[config.mk]
export PLATFORM = sky130hd
export DESIGN_NAME = chip_test_sequencer
export DESIGN_NICKNAME = d
export VERILOG_FILES = /design/src/rtl/chip_check_pkg.sv /design/src/rtl/chip_vector_rom.sv /design/src/rtl/chip_test_sequencer.sv
export SDC_FILE = /design/constraint.sdc
export NUM_CORES = 1
export LEC_CHECK = 0
export BUFFER_PORTS_ARGS = -buffer_cell sky130_fd_sc_hd__buf_4
export CAP_MARGIN = 20
export CORE_MARGIN = 2
export CORE_UTILIZATION = 54
export DETAILED_ROUTE_END_ITERATION = 7
export PLACE_DENSITY = 0.79
export SLEW_MARGIN = 5
export SYNTH_ARGS = -nofsm -noshare
export SYNTH_HDL_FRONTEND = slang
export SYNTH_SLANG_ARGS = --single-unit
[constraint.sdc]
create_clock -name Clk -period 3.4 [get_ports Clk]
set_input_delay 0.51 -clock Clk [delete_from_list [all_inputs] [get_ports Clk]]
set_output_delay 0.51 -clock Clk [all_outputs]
set_load 0.1 [all_outputs]
[src/rtl/chip_check_pkg.sv]
// Shared definitions for the 74xx socket tester: chip codes, socket pin order
// and the per-vector table entry returned by chip_vector_rom.
package chip_check_pkg;

  localparam int PIN_W = 12;

  typedef enum logic [3:0] {
    CHIP_7400 = 4'd0,
    CHIP_7402 = 4'd1,
    CHIP_7404 = 4'd2,
    CHIP_7408 = 4'd3
  } chip_code_e;

  // Bit positions of the socket pins; pins 7 and 14 are the supply and never appear.
  localparam int PIN1  = 0;
  localparam int PIN2  = 1;
  localparam int PIN3  = 2;
  localparam int PIN4  = 3;
  localparam int PIN5  = 4;
  localparam int PIN6  = 5;
  localparam int PIN8  = 6;
  localparam int PIN9  = 7;
  localparam int PIN10 = 8;
  localparam int PIN11 = 9;
  localparam int PIN12 = 10;
  localparam int PIN13 = 11;

  typedef struct packed {
    logic [PIN_W-1:0] drive;
    logic [PIN_W-1:0] outmask;
    logic [PIN_W-1:0] expected;
    logic             last;
    logic             valid;
  } vec_entry_t;

  // Quad 2-input gates (7400 / 7408) share one pinout.
  localparam logic [PIN_W-1:0] M7400_A = (12'd1 << PIN1) | (12'd1 << PIN4) | (12'd1 << PIN9)  | (12'd1 << PIN12);
  localparam logic [PIN_W-1:0] M7400_B = (12'd1 << PIN2) | (12'd1 << PIN5) | (12'd1 << PIN10) | (12'd1 << PIN13);
  localparam logic [PIN_W-1:0] M7400_Y = (12'd1 << PIN3) | (12'd1 << PIN6) | (12'd1 << PIN8)  | (12'd1 << PIN11);

  // 7402 puts the outputs on the outer pins of each gate group.
  localparam logic [PIN_W-1:0] M7402_A = (12'd1 << PIN2) | (12'd1 << PIN5) | (12'd1 << PIN8)  | (12'd1 << PIN11);
  localparam logic [PIN_W-1:0] M7402_B = (12'd1 << PIN3) | (12'd1 << PIN6) | (12'd1 << PIN9)  | (12'd1 << PIN12);
  localparam logic [PIN_W-1:0] M7402_Y = (12'd1 << PIN1) | (12'd1 << PIN4) | (12'd1 << PIN10) | (12'd1 << PIN13);

  localparam logic [PIN_W-1:0] M7404_A = (12'd1 << PIN1) | (12'd1 << PIN3) | (12'd1 << PIN5) |
                                         (12'd1 << PIN9) | (12'd1 << PIN11) | (12'd1 << PIN13);
  localparam logic [PIN_W-1:0] M7404_Y = (12'd1 << PIN2) | (12'd1 << PIN4) | (12'd1 << PIN6) |
                                         (12'd1 << PIN8) | (12'd1 << PIN10) | (12'd1 << PIN12);

endpackage

[src/rtl/chip_vector_rom.sv]
// Combinational vector table: (chip_sel, idx) -> drive/mask/expect entry.
// All gates of a chip are exercised in parallel with the same input pattern.
import chip_check_pkg::*;

module chip_vector_rom #(
  parameter int VEC_AW = 5
) (
  input  logic [3:0]        chip_sel,
  input  logic [VEC_AW-1:0] idx,
  output vec_entry_t        entry
);

  logic a;
  logic b;
  logic y;

  always_comb begin
    entry = '0;
    a     = idx[1];
    b     = idx[0];
    y     = 1'b0;
    case (chip_sel)
      CHIP_7400, CHIP_7408: begin
        if (int'(idx) < 4) begin
          y              = (chip_sel == CHIP_7400) ? ~(a & b) : (a & b);
          entry.valid    = 1'b1;
          entry.last     = (int'(idx) == 3);
          entry.outmask  = M7400_Y;
          entry.drive    = ({PIN_W{a}} & M7400_A) | ({PIN_W{b}} & M7400_B);
          entry.expected = {PIN_W{y}} & M7400_Y;
        end
      end
      CHIP_7402: begin
        if (int'(idx) < 4) begin
          y              = ~(a | b);
          entry.valid    = 1'b1;
          entry.last     = (int'(idx) == 3);
          entry.outmask  = M7402_Y;
          entry.drive    = ({PIN_W{a}} & M7402_A) | ({PIN_W{b}} & M7402_B);
          entry.expected = {PIN_W{y}} & M7402_Y;
        end
      end
      CHIP_7404: begin
        // Single-input part: only two patterns, driven from idx[0].
        if (int'(idx) < 2) begin
          y              = ~b;
          entry.valid    = 1'b1;
          entry.last     = (int'(idx) == 1);
          entry.outmask  = M7404_Y;
          entry.drive    = {PIN_W{b}} & M7404_A;
          entry.expected = {PIN_W{y}} & M7404_Y;
        end
      end
      default: entry = '0;
    endcase
  end

endmodule

[src/rtl/chip_test_sequencer.sv]
// Socket test sequencer: applies each table vector, waits SETTLE_CYCLES, samples outputs.
// Define STOP_ON_FAIL_EN to end the run at the first mismatching vector.
import chip_check_pkg::*;

module chip_test_sequencer #(
  parameter int SETTLE_CYCLES = 50,
  parameter int VEC_AW        = 5
) (
  input  logic              Clk,
  input  logic              Reset,
  input  logic              Start,
  input  logic [3:0]        chip_sel,
  input  logic [11:0]       pin_in,
  output logic [11:0]       pin_out,
  output logic [11:0]       pin_oe,
  output logic              busy,
  output logic              done,
  output logic              pass,
  output logic              unsupported,
  output logic [7:0]        err_cnt,
  output logic [VEC_AW-1:0] fail_idx
);

  localparam int CNT_W = (SETTLE_CYCLES > 1) ? $clog2(SETTLE_CYCLES) : 1;

  localparam logic [2:0] IDLE   = 3'd0;
  localparam logic [2:0] APPLY  = 3'd1;
  localparam logic [2:0] SETTLE = 3'd2;
  localparam logic [2:0] SAMPLE = 3'd3;
  localparam logic [2:0] NEXT   = 3'd4;
  localparam logic [2:0] DONE   = 3'd5;

  logic [2:0]        state;
  logic [3:0]        chip_r;
  logic [VEC_AW-1:0] idx;
  logic [CNT_W-1:0]  cnt;
  vec_entry_t        entry;
  logic              mismatch;

  function automatic logic [7:0] sat_inc(input logic [7:0] v);
    return (v == 8'hFF) ? v : v + 8'd1;
  endfunction

  chip_vector_rom #(.VEC_AW(VEC_AW)) u_rom (
    .chip_sel (chip_r),
    .idx      (idx),
    .entry    (entry)
  );

  assign mismatch = |((pin_in ^ entry.expected) & entry.outmask);
  assign busy     = (state == APPLY) || (state == SETTLE) || (state == SAMPLE) || (state == NEXT);

  always_ff @(posedge Clk) begin
    if (Reset) begin
      state       <= IDLE;
      chip_r      <= '0;
      idx         <= '0;
      cnt         <= '0;
      pin_out     <= '0;
      pin_oe      <= '0;
      done        <= 1'b0;
      pass        <= 1'b0;
      unsupported <= 1'b0;
      err_cnt     <= '0;
      fail_idx    <= '0;
    end else begin
      case (state)
        IDLE, DONE: begin
          if (Start) begin
            chip_r      <= chip_sel;
            idx         <= '0;
            err_cnt     <= '0;
            fail_idx    <= '0;
            done        <= 1'b0;
            pass        <= 1'b0;
            unsupported <= 1'b0;
            state       <= APPLY;
          end
        end
        APPLY: begin
          if (!entry.valid) begin
            unsupported <= 1'b1;
            pass        <= 1'b0;
            done        <= 1'b1;
            pin_oe      <= '0;
            state       <= DONE;
          end else begin
            pin_out <= entry.drive;
            pin_oe  <= ~entry.outmask;
            cnt     <= CNT_W'(SETTLE_CYCLES - 1);
            state   <= SETTLE;
          end
        end
        SETTLE: begin
          if (cnt == '0) state <= SAMPLE;
          else           cnt   <= cnt - 1'b1;
        end
        SAMPLE: begin
          state <= NEXT;
          if (mismatch) begin
            if (err_cnt == '0) fail_idx <= idx;
`ifdef STOP_ON_FAIL_EN
            err_cnt <= 8'd1;
            pass    <= 1'b0;
            done    <= 1'b1;
            pin_oe  <= '0;
            state   <= DONE;
`else
            err_cnt <= sat_inc(err_cnt);
`endif
          end
        end
        NEXT: begin
          // An all-ones idx without a last marker means the table ran away.
          if (entry.last || (idx == '1)) begin
            done   <= 1'b1;
            pass   <= entry.last && (err_cnt == '0) && !unsupported;
            pin_oe <= '0;
            state  <= DONE;
          end else begin
            idx   <= idx + 1'b1;
            state <= APPLY;
          end
        end
        default: state <= IDLE;
      endcase
    end
  end

endmodule

==> flow_summary.yaml <==
yosys:
  ys_async_sr_fraction: 0
  synth_area_leader_cell: "dfxtp_1"
  yosysWarnings: 0
  synth_commonest_cells: "52 x dfxtp_1, 44 x nor2_1, 30 x a21oi_1, 30 x nand2_1, 16 x nor3_1"
  synth_ff_type: "dfxtp_1"
  synth_edf_count: 0
  yosysUniqueCellTypes: 59
  ys_seq_area_frac: 0.378
  synth_area_per_cell_um2: 8.09
  synth-seq-cells: 52
  synth_most_common_cell: "dfxtp_1"
  syn_inst: 340
  syn_nets: 367
  syn-cell-area_mm2: 0.00275
  yosysTopAreaCellShare: 0.378
  synthTopCellsByArea: "dfxtp_1 38%, nor2_1 6.0%, a21oi_1 5.5%"
place:
  dpl.hpwl_mm: 4.54
  dp.cells: 443
  placed_area_mm2: 0.00317
  gp_congestion: 0.835
  place_ws_ps: 678
  port_buffers: 57
worst_setup_path:
  r2r_setup_slack_ps: 580
  crit_arrival_ps: 3040
  required_ps: 3620
  cp_max_fo: 17
  cpMaxStageDelayCell: "dfxtp_1"
  crit_path_cell_trace: "ha_1, or3_1, a211oi_2, a32o_1, nor3b_2, o31a_4, nand2_1, o41ai_1"
  r2r-end: "err_cnt[5]"
  worst_setup_path_end_kind: "flip-flop"
  setup.worst_path.class: "reg2reg"
  crit_family: "compound AO/OA/AOI/OAI gates"
  slowest_delay_ps: 740
  critPathBufInv: 0
  r2r_start: "idx[0]"
  worstRegToRegCells: 8
  cp-start-kind: "flip-flop"
pwr:
  irDropWorstVdd_mv: 0.573
  p_leak_uw: 0.00132
  power_per_cell_area_mw_per_mm2: 571
timing:
  slew_headroom: 0.566
  fmax_mhz: 354
  hold_viol_final: 0
  finalSetupViolations: 0
  min_period_over_period: 0.830
  slew_viol_final: 0
  fin_crit_ps: 2820
  rsz0062_at_grt: "no"
  tightest_slew_ps: 648
  setup_slack_ps: 579
  skew_ps: 2.97
  setup_tns_ps: 0
global_route:
  grt_pass1_wl_mm: 10.4
  grt_pass1_vias: 2172
  grt_max_degree: 41
  grt_overflow_total: 0
  grt_antenna_before_repair: 0
  track_usage: 0.238
drt:
  drt_iter0_drc: 215
  drt_first_pass_iters: 4
  wl_per_cell_um: 14.6
  viasPerCell: 5.78
  drt-total-wl_mm: 6.57
  drc_errors: 0
  antenna_left: 0
  vias: 2608
final_layout:
  n_antenna_cell: 0
  nNetsFinal: 410
  layout.cells.non_filler: 451
  nFillCells: 431
  drive_gt1_frac: 0.208
  area_delta_synth_final_pct: 19.1
  design_area_mm2: 0.00328
die:
  die_area_mm2: 0.00568
  num_rows: 25
  ios: 60
  dieHeight_um: 75.4
  die_x_um: 75.4
  initial_utilization: 0.571
  core_mm2: 0.00482
hold_path:
  hold_path.class: "in2reg"
  min_from: "chip_sel[2]"
  hold_end: "chip_r[2]"
  min_path_cells: 3
cts:
  hold_buffers: 0
  cts.sinks: 52
  cts_max_level: 2
  clk_pin_slew_ps: 90
  cts_tree: "yes"
  cts-buffers-inserted: 5
  ctsResizeCount: 0
  post_cts_buffers: 0
  clock_latency_ps: 320
  cts-root-buf: "clkbuf_8"
  clk_path_buf_depth: 2
run:
  max-cap-violations: 0
run_status:
  outcome: "complete, no violations"
## kinds of logic (layout without fill, tap and decap cells)
group	count (synthesis)	count (layout)	share of synthesized area
flops	52	52	0.378
buf+inv	36	80	0.0596
fa+ha+maj	8	8	0.0364
mux	7	7	0.0255
simple gates	142	142	0.261
xor+xnor	8	8	0.0255
compound gates	87	87	0.213
## area by class of cell
| class | instances | area (um^2) | share of cell area |
|---|---|---|---|
| Tap cell | 67 | 83.8 | 0.0256 |
| Sequential cell | 52 | 1040 | 0.318 |
| Multi-Input combinational cell | 252 | 1550 | 0.472 |
| Clock inverter | 2 | 38.8 | 0.0118 |
| Clock buffer | 6 | 72.6 | 0.0221 |
| Timing Repair Buffer | 60 | 450 | 0.137 |
| Inverter | 12 | 45.0 | 0.0137 |
## worst reg2reg max path, cell delays in order, from the launching register on
cell      delay (ps)
dfxtp_1          740
ha_1             430
or3_1            170
a211oi_2          80
a32o_1           280
nor3b_2          300
o31a_4           250
nand2_1          140
o41ai_1          320
## report_power, final
group          internal, uW  total [uW]  switching (uW)
sequential              661         723            61.8
clock                   223         439             216
combinational           201         710             509
total                  1080        1870             787
## state kept, by name, indices dropped and copies added, names as in the netlist
signal,count
chip_r,4
cnt,6
done,1
err_cnt,8
fail_idx,5
idx,5
pass,1
pin_oe,6
pin_out,12
state,3
unsupported,1
## stage by stage
step	hold slack [ps]	utilization	total power, uW
after CTS	425	0.681	1870
final	425	0.681	1870
after global placement	444	0.657	1430
after floorplan	468	-	1300
after detailed placement	448	0.657	1440
after global routing	456	0.681	1950
## layout by cell type, fill, tap and decap left out, types with 4 or more instances in the layout
master,Yosys,final
xor2_1,5,5
inv_1,10,10
mux2i_1,7,7
ha_1,8,8
a21oi_1,30,30
clkbuf_8,0,5
nor2b_1,4,4
a22oi_1,5,5
nand2_1,30,30
nor2_1,44,44
and3_1,4,4
or3_1,4,4
a211oi_1,6,6
o21ai_0,13,13
nand3_1,8,8
dfxtp_1,52,52
nand2b_1,5,5
buf_4,6,60
and2_1,7,7
nor3_1,16,16
## routing by layer
metal	track usage	routed length, um
met3	0.0489	439
met2	0.357	2930
met5	0	0
met4	0.0955	82
met1	0.335	3120
## worst max path at each step
stage | slack [ps] | to | cells after the start | from
2_1_floorplan | 570 | busy | 3 | state[0]
3_3_place_gp | 700 | err_cnt[0] | 9 | idx[0]
3_5_place_dp | 680 | err_cnt[0] | 9 | idx[0]
4_1_cts | 620 | err_cnt[5] | 8 | idx[0]
5_1_grt | 430 | err_cnt[5] | 8 | idx[0]
6_report | 580 | err_cnt[5] | 8 | idx[0]
No activity file was read; power rests on OpenSTA's default activity.
